<file path="config.mk">
export PLATFORM = sky130hd
export DESIGN_NAME = fetch_stage_ctrl
export DESIGN_NICKNAME = d
export VERILOG_FILES = /design/src/rtl/mips_pkg.sv /design/src/rtl/fetch_skid_buf.sv /design/src/rtl/fetch_stage_ctrl.sv
export SDC_FILE = /design/constraint.sdc
export NUM_CORES = 1
export LEC_CHECK = 0
export CAP_MARGIN = 20
export CORE_UTILIZATION = 55
export DETAILED_ROUTE_END_ITERATION = 10
export GPL_TIMING_DRIVEN = 0
export HOLD_SLACK_MARGIN = 0.12
export PLACE_DENSITY = 0.94
export SLEW_MARGIN = 25
export SYNTH_ARGS = -nofsm -noshare
export SYNTH_HDL_FRONTEND = slang
export SYNTH_HIERARCHICAL = 1
export SYNTH_SLANG_ARGS = --single-unit
</file>
<file path="constraint.sdc">
create_clock -name clk -period 3.6 [get_ports clk]
set_input_delay 0.9 -clock clk [delete_from_list [all_inputs] [get_ports clk]]
set_output_delay 0.9 -clock clk [all_outputs]
set_load 0.005 [all_outputs]
</file>
<file path="src/rtl/mips_pkg.sv">
// rtl/mips_pkg.sv - shared fetch-stage types and default constants
// Holds the fetch FSM state encoding and the reset / bubble defaults.
// The IF/ID and PC parameters of fetch_stage_ctrl default to these values.
package mips_pkg;

    localparam int          DEF_ADDR_W    = 32;
    localparam logic [31:0] DEF_RESET_PC  = 32'h0000_0000;
    // sll $0,$0,0
    localparam logic [31:0] DEF_NOP_INSTR = 32'h0000_0000;

    typedef enum logic [1:0] {
        IDLE  = 2'd0,   // no request outstanding
        REQ   = 2'd1,   // request to pc outstanding
        DRAIN = 2'd2,   // stale request outstanding, response will be dropped
        FULL  = 2'd3    // skid holds an instruction, IF/ID stalled
    } fetch_state_t;

endpackage

</file>
<file path="src/rtl/fetch_skid_buf.sv">
// rtl/fetch_skid_buf.sv - one-entry instruction + pc4 holding register
// Ports:
//   clk, rst            clock, synchronous active-high reset
//   load, clr           capture load_data/load_pc4; empty the entry (clr wins)
//   load_data, load_pc4 instruction word and its PC+4 to capture
//   full                entry holds a valid instruction
//   data, pc4           stored instruction and PC+4
module fetch_skid_buf #(
    parameter int          ADDR_W    = 32,
    parameter logic [31:0] NOP_INSTR = 32'h0000_0000
) (
    input  logic              clk,
    input  logic              rst,
    input  logic              load,
    input  logic              clr,
    input  logic [31:0]       load_data,
    input  logic [ADDR_W-1:0] load_pc4,
    output logic              full,
    output logic [31:0]       data,
    output logic [ADDR_W-1:0] pc4
);

    logic              full_q, full_d;
    logic [31:0]       data_q, data_d;
    logic [ADDR_W-1:0] pc4_q, pc4_d;

    always_comb begin
        full_d = full_q;
        data_d = data_q;
        pc4_d  = pc4_q;
        if (clr) begin
            full_d = 1'b0;
        end else if (load) begin
            full_d = 1'b1;
            data_d = load_data;
            pc4_d  = load_pc4;
        end
    end

    always_ff @(posedge clk) begin
        if (rst) begin
            full_q <= 1'b0;
            data_q <= NOP_INSTR;
            pc4_q  <= '0;
        end else begin
            full_q <= full_d;
            data_q <= data_d;
            pc4_q  <= pc4_d;
        end
    end

    assign full = full_q;
    assign data = data_q;
    assign pc4  = pc4_q;

endmodule

</file>
<file path="src/rtl/fetch_stage_ctrl.sv">
// rtl/fetch_stage_ctrl.sv - PC register, imem request port and IF/ID register
// Optional build macro: FETCH_PERF_CNT_EN adds perf_stall_cyc / perf_flush_cnt.
// Ports:
//   clk, rst                      clock, synchronous active-high reset
//   pc_stall, if_stall            hazard unit: hold PC / hold IF/ID
//   redirect_valid, redirect_pc   EXE branch/jump: flush and refetch
//   imem_req, imem_addr           registered fetch request (no input->output path)
//   imem_ready, imem_rdata        one-cycle response strobe and instruction
//   if_id_valid/instr/pc4         IF/ID pipeline register
module fetch_stage_ctrl
    import mips_pkg::*;
#(
    parameter int                ADDR_W    = DEF_ADDR_W,
    parameter logic [ADDR_W-1:0] RESET_PC  = ADDR_W'(DEF_RESET_PC),
    parameter logic [31:0]       NOP_INSTR = DEF_NOP_INSTR
) (
    input  logic              clk,
    input  logic              rst,
    input  logic              pc_stall,
    input  logic              if_stall,
    input  logic              redirect_valid,
    input  logic [ADDR_W-1:0] redirect_pc,
    output logic              imem_req,
    output logic [ADDR_W-1:0] imem_addr,
    input  logic              imem_ready,
    input  logic [31:0]       imem_rdata,
    output logic              if_id_valid,
    output logic [31:0]       if_id_instr,
    output logic [ADDR_W-1:0] if_id_pc4
`ifdef FETCH_PERF_CNT_EN
    ,
    output logic [31:0]       perf_stall_cyc,
    output logic [15:0]       perf_flush_cnt
`endif
);

    fetch_state_t      state_q, state_d;
    logic [ADDR_W-1:0] pc_q, pc_d, pc_inc;
    logic              req_q, req_d;
    logic [ADDR_W-1:0] addr_q, addr_d;
    logic              valid_q, valid_d;
    logic [31:0]       instr_q, instr_d;
    logic [ADDR_W-1:0] pc4_q, pc4_d;

    logic              skid_load, skid_clr, skid_full;
    logic [31:0]       skid_data;
    logic [ADDR_W-1:0] skid_pc4;

    // Instructions are word aligned; the low target bits carry no information.
    logic unused_redirect_lsb;
    assign unused_redirect_lsb = ^redirect_pc[1:0];

    fetch_skid_buf #(
        .ADDR_W    (ADDR_W),
        .NOP_INSTR (NOP_INSTR)
    ) u_skid (
        .clk       (clk),
        .rst       (rst),
        .load      (skid_load),
        .clr       (skid_clr),
        .load_data (imem_rdata),
        .load_pc4  (pc_inc),
        .full      (skid_full),
        .data      (skid_data),
        .pc4       (skid_pc4)
    );

    always_comb begin
        state_d   = state_q;
        pc_d      = pc_q;
        req_d     = req_q;
        addr_d    = addr_q;
        valid_d   = valid_q;
        instr_d   = instr_q;
        pc4_d     = pc4_q;
        skid_load = 1'b0;
        skid_clr  = 1'b0;
        pc_inc    = pc_q + ADDR_W'(4);

        // When ID consumes IF/ID and nothing new arrives, it becomes a bubble
        // so the same instruction is never issued twice.
        if (!if_stall) begin
            valid_d = 1'b0;
            instr_d = NOP_INSTR;
        end

        if (redirect_valid) begin
            pc_d     = {redirect_pc[ADDR_W-1:2], 2'b00};
            valid_d  = 1'b0;
            instr_d  = NOP_INSTR;
            skid_clr = 1'b1;
            // A request still in flight must complete on the bus before the
            // new target can be fetched; keep it up and drop its data later.
            if (req_q && !imem_ready) begin
                state_d = DRAIN;
            end else begin
                state_d = IDLE;
                req_d   = 1'b0;
            end
        end else begin
            case (state_q)
                IDLE: begin
                    if (!pc_stall) begin
                        addr_d  = pc_q;
                        req_d   = 1'b1;
                        state_d = REQ;
                    end
                end
                REQ: begin
                    if (imem_ready) begin
                        pc_d = pc_inc;
                        if (!if_stall) begin
                            valid_d = 1'b1;
                            instr_d = imem_rdata;
                            pc4_d   = pc_inc;
                            if (!pc_stall) begin
                                addr_d = pc_inc;   // back-to-back fetch
                            end else begin
                                req_d   = 1'b0;
                                state_d = IDLE;
                            end
                        end else begin
                            skid_load = 1'b1;
                            req_d     = 1'b0;
                            state_d   = FULL;
                        end
                    end
                end
                FULL: begin
                    if (!if_stall) begin
                        valid_d  = 1'b1;
                        instr_d  = skid_data;
                        pc4_d    = skid_pc4;
                        skid_clr = 1'b1;
                        state_d  = IDLE;
                    end
                end
                DRAIN: begin
                    if (imem_ready) begin
                        req_d   = 1'b0;
                        state_d = IDLE;
                    end
                end
                default: state_d = IDLE;
            endcase
        end
    end

    always_ff @(posedge clk) begin
        if (rst) begin
            state_q <= IDLE;
            pc_q    <= RESET_PC;
            req_q   <= 1'b0;
            addr_q  <= RESET_PC;
            valid_q <= 1'b0;
            instr_q <= NOP_INSTR;
            pc4_q   <= '0;
        end else begin
            state_q <= state_d;
            pc_q    <= pc_d;
            req_q   <= req_d;
            addr_q  <= addr_d;
            valid_q <= valid_d;
            instr_q <= instr_d;
            pc4_q   <= pc4_d;
        end
    end

    assign imem_req    = req_q;
    assign imem_addr   = addr_q;
    assign if_id_valid = valid_q;
    assign if_id_instr = instr_q;
    assign if_id_pc4   = pc4_q;

`ifdef FETCH_PERF_CNT_EN
    logic [31:0] stall_cyc_q, stall_cyc_d;
    logic [15:0] flush_cnt_q, flush_cnt_d;

    always_comb begin
        stall_cyc_d = stall_cyc_q;
        flush_cnt_d = flush_cnt_q;
        if (if_stall && (stall_cyc_q != '1)) begin
            stall_cyc_d = stall_cyc_q + 32'd1;
        end
        if (redirect_valid && (flush_cnt_q != '1)) begin
            flush_cnt_d = flush_cnt_q + 16'd1;
        end
    end

    always_ff @(posedge clk) begin
        if (rst) begin
            stall_cyc_q <= '0;
            flush_cnt_q <= '0;
        end else begin
            stall_cyc_q <= stall_cyc_d;
            flush_cnt_q <= flush_cnt_d;
        end
    end

    assign perf_stall_cyc = stall_cyc_q;
    assign perf_flush_cnt = flush_cnt_q;
`endif

endmodule

</file>
==> impl_metrics.py <==
metrics = {
    "grt": {
        "overflow": 0,
        "grt_pass1_wl_mm": 46.68,
        "grt_pass1_vias": 9046,
        "track_usage": 0.3271,
        "grt_max_degree": 17,
        "antenna_found_initial": 0,
    },
    "power_and_ir_drop": {
        "p_int_uw": 3607,
        "leakagePower_uw": 0.004381,
        "seqPwrFrac": 0.466,
        "p_sw_uw": 1207,
        "p_comb_frac": 0.131,
        "switching_share": 0.2507,
        "clock_power_share": 0.403,
        "ir_worst_vdd_v": 0.0004152,
        "power_per_cell_area_mw_per_mm2": 388.9,
    },
    "timing": {
        "tightest_slew_ns": 0.9269,
        "holdWs_ns": 0.4505,
        "drv_slew": 0,
        "relSlewSlack": 0.3773,
        "period_share": 0.8660,
        "fin_tns_setup_ns": 0,
        "fmax_ghz": 0.3208,
        "rsz0062_at_grt": "false",
        "fin_crit_ns": 3.118,
        "clock_skew_ns": 0.006970,
        "hold_viol_final": 0,
        "setup_viol": 0,
    },
    "worst_setup_path": {
        "critPathMaxFanout": 10,
        "crit_chain": "clkdlybuf4s50_1 -> and2_0 -> clkbuf_1 -> clkbuf_1 -> a221o_1 -> o21ai_0 -> nor2_1",
        "cp_common_cell": "clkbuf_1",
        "arrival_ns": 3.48,
        "crit_required_ns": 3.97,
        "crit_buf_inv": 3,
        "cpLargestDelayFamily": "buffers and inverters",
        "worst-setup-path-type": "in -> reg",
        "critical-path-max-stage-delay_ns": 0.72,
        "reg2reg_depth": 8,
        "worst_setup_path_end_kind": "flop",
        "start_kind": "input pin",
        "critPathSlowestCell": "clkdlybuf4s50_1",
        "cp.depth": 7,
    },
    "clocking": {
        "cts.clk_slew.worst_paths_ns": 0.06,
        "clk-insertion-delay-late_ns": 0.44,
        "cts_buffers": 17,
        "cts-resized-gates": 0,
        "clock-sinks": 192,
        "ctsHoldBuffers": 0,
        "cts_tree": "done",
        "htreeDepth": 4,
        "clk_path_buf_depth": 2,
        "postCtsSetupRepairBufs": 0,
        "cts_root_buf": "clkbuf_16",
    },
    "drt": {
        "dr.pass1.iters": 5,
        "routedWlPerCell_um": 19.85,
        "drc": 0,
        "dr.first_iter.drc_count": 1009,
        "vias": 9386,
        "detail-route-antenna-nets": 0,
        "wl_mm": 30.26,
        "via_per_inst": 6.159,
    },
    "run_status": {
        "outcome": "complete, no violations",
    },
    "synthesis": {
        "syn_inst": 1102,
        "synth_warnings": 6,
        "synth_area_mm2": 0.009873,
        "synth_area_per_cell_um2": 8.959,
    },
    "floorplanning": {
        "rows": 48,
        "die_h_um": 136.0,
        "coreArea_mm2": 0.01742,
        "die_x_um": 136.0,
        "die_area_mm2": 0.01849,
        "initial_core_util": 0.5669,
        "io_pins": 168,
    },
    "worst_hold_path": {
        "whs_path_depth": 2,
        "min_path_type": "reg -> reg",
    },
    "layout": {
        "diodes": 0,
        "syn_to_final_growth_pct": 25.36,
        "finalNetCount": 1361,
        "drive_gt1_frac": 0.1216,
    },
    "placement": {
        "portBuffers": 162,
        "hpwl_mm": 21.31,
        "routabilityCongestion": 0.9399,
    },
    "job": {
        "max_cap_viol_count": 0,
    },
}
[metrics by stage]
| stage | area [µm²] | util | power [µW] | setup slack (ns) | instances |
|---|---|---|---|---|---|
| final | 12380 | 0.7106 | 4813 | 0.4825 | 1524 |
| after global routing | 12380 | 0.7106 | 4946 | 0.3381 | 1524 |
| after CTS | 12380 | 0.7106 | 4795 | 0.5945 | 1524 |
| after detailed placement | 11790 | 0.6768 | 2903 | 0.1486 | 1492 |
| after global placement | 11790 | 0.6768 | 2887 | 0.2184 | 1492 |
| after floorplan | 9884 | - | 2616 | 1.321 | 1105 |
[cells in the final DEF, fill, tap and decap left out, types with 6 or more instances in the layout]
master	instances
nand3_1	30
buf_6	11
xnor2_1	27
clkbuf_16	17
nand4bb_1	64
clkdlybuf4s50_1	162
xor2_1	53
dfxtp_1	192
o21ai_1	10
and4_1	7
nand2_1	68
nand4_1	14
inv_1	9
o2bb2ai_1	6
or3_1	7
nand2b_1	72
clkbuf_1	62
buf_2	34
buf_4	8
o211ai_1	7
mux2i_1	6
o21ai_0	47
o21bai_1	6
a21oi_1	30
a221o_1	32
and3_1	15
nor3_1	7
o21ai_2	55
a211oi_1	51
nor2_1	104
[worst paths after layout]
| path | start | end | slack [ns] |
|---|---|---|---|
| worst max-delay path | imem_ready | if_id_instr[22]$_SDFF_PP0_ | 0.48 |
| worst min-delay path | if_id_pc4[6]$_SDFFE_PP0P_ | if_id_pc4[6]$_SDFFE_PP0P_ | 0.45 |
| worst max register to register | pc_q[2]$_SDFFE_PP0P_ | u_skid/pc4[26]$_SDFFE_PP0P_ | 0.72 |
| worst min register to register | if_id_pc4[6]$_SDFFE_PP0P_ | if_id_pc4[6]$_SDFFE_PP0P_ | 0.45 |
[registers in the layout (all words and copies together) (netlist names)]
register and flops:
if_id_instr 32, if_id_pc4 32, if_id_valid 1, imem_addr 30, imem_req 1, pc_q 30, state_q 2, u_skid/data 32
u_skid/pc4 32
[power groups by stage]
stage	sequential (µW)	combinational (µW)	clock (µW)
floorplan	2290	330	0
finish	2240	630	1940
detailed placement	2290	612	0
CTS	2240	620	1930
global route	2250	672	2020
global placement	2290	599	0
[tightest hold or removal path, delay by kind of cell, from the launching register on]
kind	cells	cell delay [ns]
flops	1	0.31
simple gates	1	0.05
compound gates	1	0.05
[layout make-up]
cell class | instances | area [µm²]
Timing Repair Buffer | 162 | 1622
Clock inverter | 11 | 138.9
Sequential cell | 192 | 3844
Fill cell | 1318 | 5040
Multi-Input combinational cell | 785 | 5401
Tap cell | 225 | 281.5
Clock buffer | 21 | 450.4
Inverter | 10 | 37.54
Buffer | 118 | 601.8
[routing by layer]
metal  GRT usage  up-vias  wire length (µm)
li1            -     4311                 -
met1      0.3960     4441             11900
met2      0.5524      538             14230
met3     0.07196       96              3078
met4      0.1488        0              1057
met5           0        -                 0
No activity file was read; power rests on OpenSTA's default activity.
==> patch 1 (config.mk and constraints unchanged) <==
Add a define of `FETCH_PERF_CNT_EN`.
--- a/src/rtl/fetch_stage_ctrl.sv
+++ b/src/rtl/fetch_stage_ctrl.sv
@@ -7,6 +7,8 @@
 //   imem_req, imem_addr           registered fetch request (no input->output path)
 //   imem_ready, imem_rdata        one-cycle response strobe and instruction
 //   if_id_valid/instr/pc4         IF/ID pipeline register
+`define FETCH_PERF_CNT_EN
+
 module fetch_stage_ctrl
     import mips_pkg::*;
 #(
Check against the original RTL (old outputs only; new: perf_flush_cnt and perf_stall_cyc): equivalent (Yosys induction, for registers that start in step).
==> patch 1 against the original RTL <==
  * Area after synthesis grew 25%
  * Final area up 27%
  * Total power is 29% higher
  * Wire length is 34% higher
  * Sequential cell count rose by 48
  * Worst setup slack got worse by 0.30 ns
  * Via count grew 33%
  * Combinational power rose by 11%
  * Critical path type unchanged
  * Largest cell class unchanged
  * Largest power group unchanged
  * Highest routed layer unchanged
==> patch 1: results (changes against the original RTL) <==
- Register Area: 4800 um2 (+25%)
- Post-placement cell count: 1,916 (+28%)
- Antenna fix cells: 1 (+1)
- Largest net degree at the start of global routing: 14 (-3)
- Share of layout cells above drive strength 1: 10.8% (-1.3 points)
- Outcome: completed
- Pre-CTS WS: -0.311 ns (-0.459 ns)
- Initial antenna violation count: 1 (+1)
- Min-delay src: if_id_pc4[0]
- Clock network area share: 5.56% (+0.80 points)
- Post-Synthesis Cells: 1,423 (+29%)
- NetSw: 1540 uW (+27%)
- Reg2Reg Depth: 9 (+1)
- Met1 WL: 15,700 um (+32%)
- First-pass detailed-route iteration total: 7 (+2)
- Die ar.: 23,000 um2 (+25%)
- Sink Count: 240 (+25%)
- Setup slack, reg-to-reg: 0.26 ns (-0.46 ns)
- Crit path max-delay cell type: buf_1
- # clk buffers: 37 (+76%)
- Largest stage delay on the critical path: 0.59 ns (-0.13 ns)
- Vias per std cell: 6.37 (+3.4%)
- PortBufs: 210 (+30%)
- HPWL after DPL: 28,500 um (+34%)
- First-pass GRT wire length: 62,400 um (+34%)
- CP arrival: 3.85 ns (+0.37 ns)
- DR iter-0 viols: 1,366 (+35%)
- Signal buffers: 349 (+25%)
- RR Startpoint: state_q[1]
- Peak supply drop: 0.333 mV (-20%)
- Reg2reg end: u_skid/pc4[19]
- Max Buffers Root-to-Sink: 3 (+1)
- Multi-input combinational area share: 43.3% (-0.29 points)
- Final hold slack: 0.457 ns (+0.00662 ns)
- Pwr per Cell Area: 397 nW/um2 (+2.0%)
- Metal3 WL: 3840 um (+25%)
- # fillers: 1,595 (+21%)
- Global placer's final weighted congestion: 0.949 (+1.0%)
- Cell area after placement: 14,800 um2 (+26%)
==> patch 1: changes by cell type in the layout (fill, tap and decap cells not counted), moves of 18 or more <==
cell             before  now
o21ai_0              47   79
clkdlybuf4s50_1     162  210
nor3_1                7   25
a21oi_1              30   83
nand4_1              14   32
clkbuf_1             62   84
nand2_1              68   90
dfxtp_1             192  240
==> patch 1: layer usage <==
layer,vias up,global-route usage [%]
met5,-,0
met4,0,21.2
met3,208,6.23
met2,765,54.1
met1,5894,43.8
li1,5640,-
==> patch 1: power groups by stage <==
stage | clock network (uW) | registers (uW) | logic [uW]
floorplan | 0 | 2830 | 358
global placement | 0 | 2840 | 657
detailed placement | 0 | 2840 | 672
CTS | 2740 | 2780 | 682
global route | 2870 | 2790 | 745
finish | 2740 | 2790 | 700
==> patch 1: worst max path at each step <==
| stage | slack [ns] | from | depth (start not counted) | to |
|---|---|---|---|---|
| after CTS | 0.19 | imem_ready | 6 | if_id_pc4[22] |
| after floorplan | 1.14 | if_stall | 8 | u_skid/pc4[15] |
| final | 0.19 | redirect_valid | 9 | u_skid/pc4[12] |
| after global routing | 0.09 | redirect_valid | 9 | u_skid/pc4[8] |
| after detailed placement | -0.31 | imem_ready | 6 | if_id_pc4[22] |
| after global placement | -0.27 | imem_ready | 6 | if_id_pc4[18] |
==> patch 1: per-stage QoR <==
step | setup TNS, ns | power, uW
2_1_floorplan | 0 | 3190
3_3_place_gp | -5.24 | 3490
3_5_place_dp | -8.86 | 3510
4_1_cts | 0 | 6210
5_1_grt | 0 | 6410
6_report | 0 | 6220
==> patch 1: tightest hold or removal path, delay by kind of cell (launching register included) <==
kind,cells,cell delay [ns]
AND/OR/NAND/NOR,1,0.05
AO/OA/AOI/OAI,1,0.05
flip-flops,1,0.31
==> patch 2 (same settings) <==
Without the edit above. Re-encode `fetch_state_t` (4 states) as one-hot, 4 bits wide.
--- a/src/rtl/mips_pkg.sv
+++ b/src/rtl/mips_pkg.sv
@@ -8,11 +8,11 @@
     // sll $0,$0,0
     localparam logic [31:0] DEF_NOP_INSTR = 32'h0000_0000;
 
-    typedef enum logic [1:0] {
-        IDLE  = 2'd0,   // no request outstanding
-        REQ   = 2'd1,   // request to pc outstanding
-        DRAIN = 2'd2,   // stale request outstanding, response will be dropped
-        FULL  = 2'd3    // skid holds an instruction, IF/ID stalled
+    typedef enum logic [3:0] {
+        IDLE  = 4'b0001,   // no request outstanding
+        REQ   = 4'b0010,   // request to pc outstanding
+        DRAIN = 4'b0100,   // stale request outstanding, response will be dropped
+        FULL  = 4'b1000    // skid holds an instruction, IF/ID stalled
     } fetch_state_t;
 
 endpackage
Function: no difference found for any inputs over 4 cycles, from zero or initial values and one cycle with rst high; so few cycles prove little.
==> patch 2 against the original RTL <==
  * Sequential cell count grew 2
  * Count of clock-buffer cells in the layout shrank 4
  * Final area grew 3.3%
  * Wire length grew 6.2%
  * Total power grew 7.6%
  * Worst setup slack gained 0.054 ns
  * Cell count grew 2.6%
  * Highest routed layer unchanged
  * Area after synthesis grew 3.0%
  * Critical endpoint is now u_skid/pc4[26]
==> patch 2: results (changes against the original RTL) <==
- Post-Synthesis Cells: 1,139 (+3.4%)
- RR Startpoint: state_q[2]
- DR vias: 10,086 (+7.5%)
- First-pass detailed-route iteration total: 8 (+3)
- Reg2Reg Depth: 11 (+3)
- Pre-CTS WS: 0.225 ns (+0.0767 ns)
- Peak supply drop: 0.360 mV (-13%)
- Largest net degree at the start of global routing: 19 (+2)
- Outcome: completed
- Crit path max-delay cell type: nor4b_4
- Vias in the first global route: 9,358 (+3.4%)
- DR iter-0 viols: 1,110 (+10%)
- Share of layout cells above drive strength 1: 13.4% (+1.3 points)
- Post-placement cell count: 1,531 (+2.6%)
- Fin nets: 1,392 (+2.3%)
- Initial antenna violation count: 0 (unchanged)
- PortBufs: 160 (-1.2%)
- Largest stage delay on the critical path: 0.47 ns (-0.25 ns)
- Num CTS Buffers: 17 (unchanged)
- Worst clock skew: 0.0121 ns (+0.00513 ns)
- HPWL after DPL: 22,700 um (+6.5%)
- Antenna fix cells: 0 (unchanged)
- Min-delay src: if_id_pc4[18]
- All-Layer GR Usage: 34.1% (+1.3 points)
- Cell area after placement: 12,100 um2 (+2.4%)
- Global placer's final weighted congestion: 0.940 (about the same)
- Vias per std cell: 6.45 (+4.8%)
- CP arrival: 3.43 ns (-0.05 ns)
- Rel. slew slack: 33.9% (-3.9 points)
- Hold Path Sink: if_id_pc4[18]
- Static leakage: 0.00438 uW (about the same)
- Final hold slack: 0.454 ns (+0.00396 ns)
- Setup slack, reg-to-reg: 0.54 ns (-0.18 ns)
- First-pass GRT wire length: 49,400 um (+5.9%)
## patch 2: final cells by class
| type | count | area (um2) |
|---|---|---|
| Fill cell | 1290 | 5240 |
| Clock buffer | 17 | 425 |
| Clock inverter | 15 | 292 |
| Tap cell | 229 | 287 |
| Buffer | 127 | 661 |
| Multi-Input combinational cell | 816 | 5620 |
| Inverter | 5 | 18.8 |
| Timing Repair Buffer | 160 | 1600 |
| Sequential cell | 194 | 3880 |
## patch 2: critical path: cells and delay by family, from the launching register on
family	cells	cell delay, ns
buffers and inverters	6	1.53
flip-flops	1	0.30
AO/OA/AOI/OAI	1	0.10
AND/OR/NAND/NOR	4	1.06
## patch 2: per-stage QoR
step / power [uW] / utilization (%)
after floorplan: 2630 / -
after global placement: 2880 / 67.0
after detailed placement: 2900 / 67.0
after CTS: 5160 / 70.9
after global routing: 5320 / 70.9
final: 5180 / 70.9
## patch 2: layer usage
layer	part of all wire (%)	GRT usage [%]	routed length [um]	vias up
met4	5.0	18.3	1590	0
met1	39	44.6	12600	4816
met3	10	5.67	3200	139
met5	0	0	0	-
li1	-	-	-	4476
met2	46	53.5	14700	655
## patch 2: how the worst max path moves through the flow
| stage | slack [ns] | end | startpoint |
|---|---|---|---|
| floorplan | 1.06 | u_skid/pc4[16] | redirect_valid |
| global placement | 0.26 | u_skid/pc4[4] | if_stall |
| detailed placement | 0.23 | u_skid/pc4[9] | if_stall |
| CTS | 0.63 | u_skid/pc4[26] | state_q[2] |
| global route | 0.45 | u_skid/pc4[18] | state_q[2] |
| finish | 0.54 | u_skid/pc4[26] | state_q[2] |
## patch 2: power breakdown
part	leakage, uW	switching [uW]	internal [uW]
Clock	0.000346	911	1400
Combinational	0.00246	322	295
Sequential	0.00158	44.6	2210
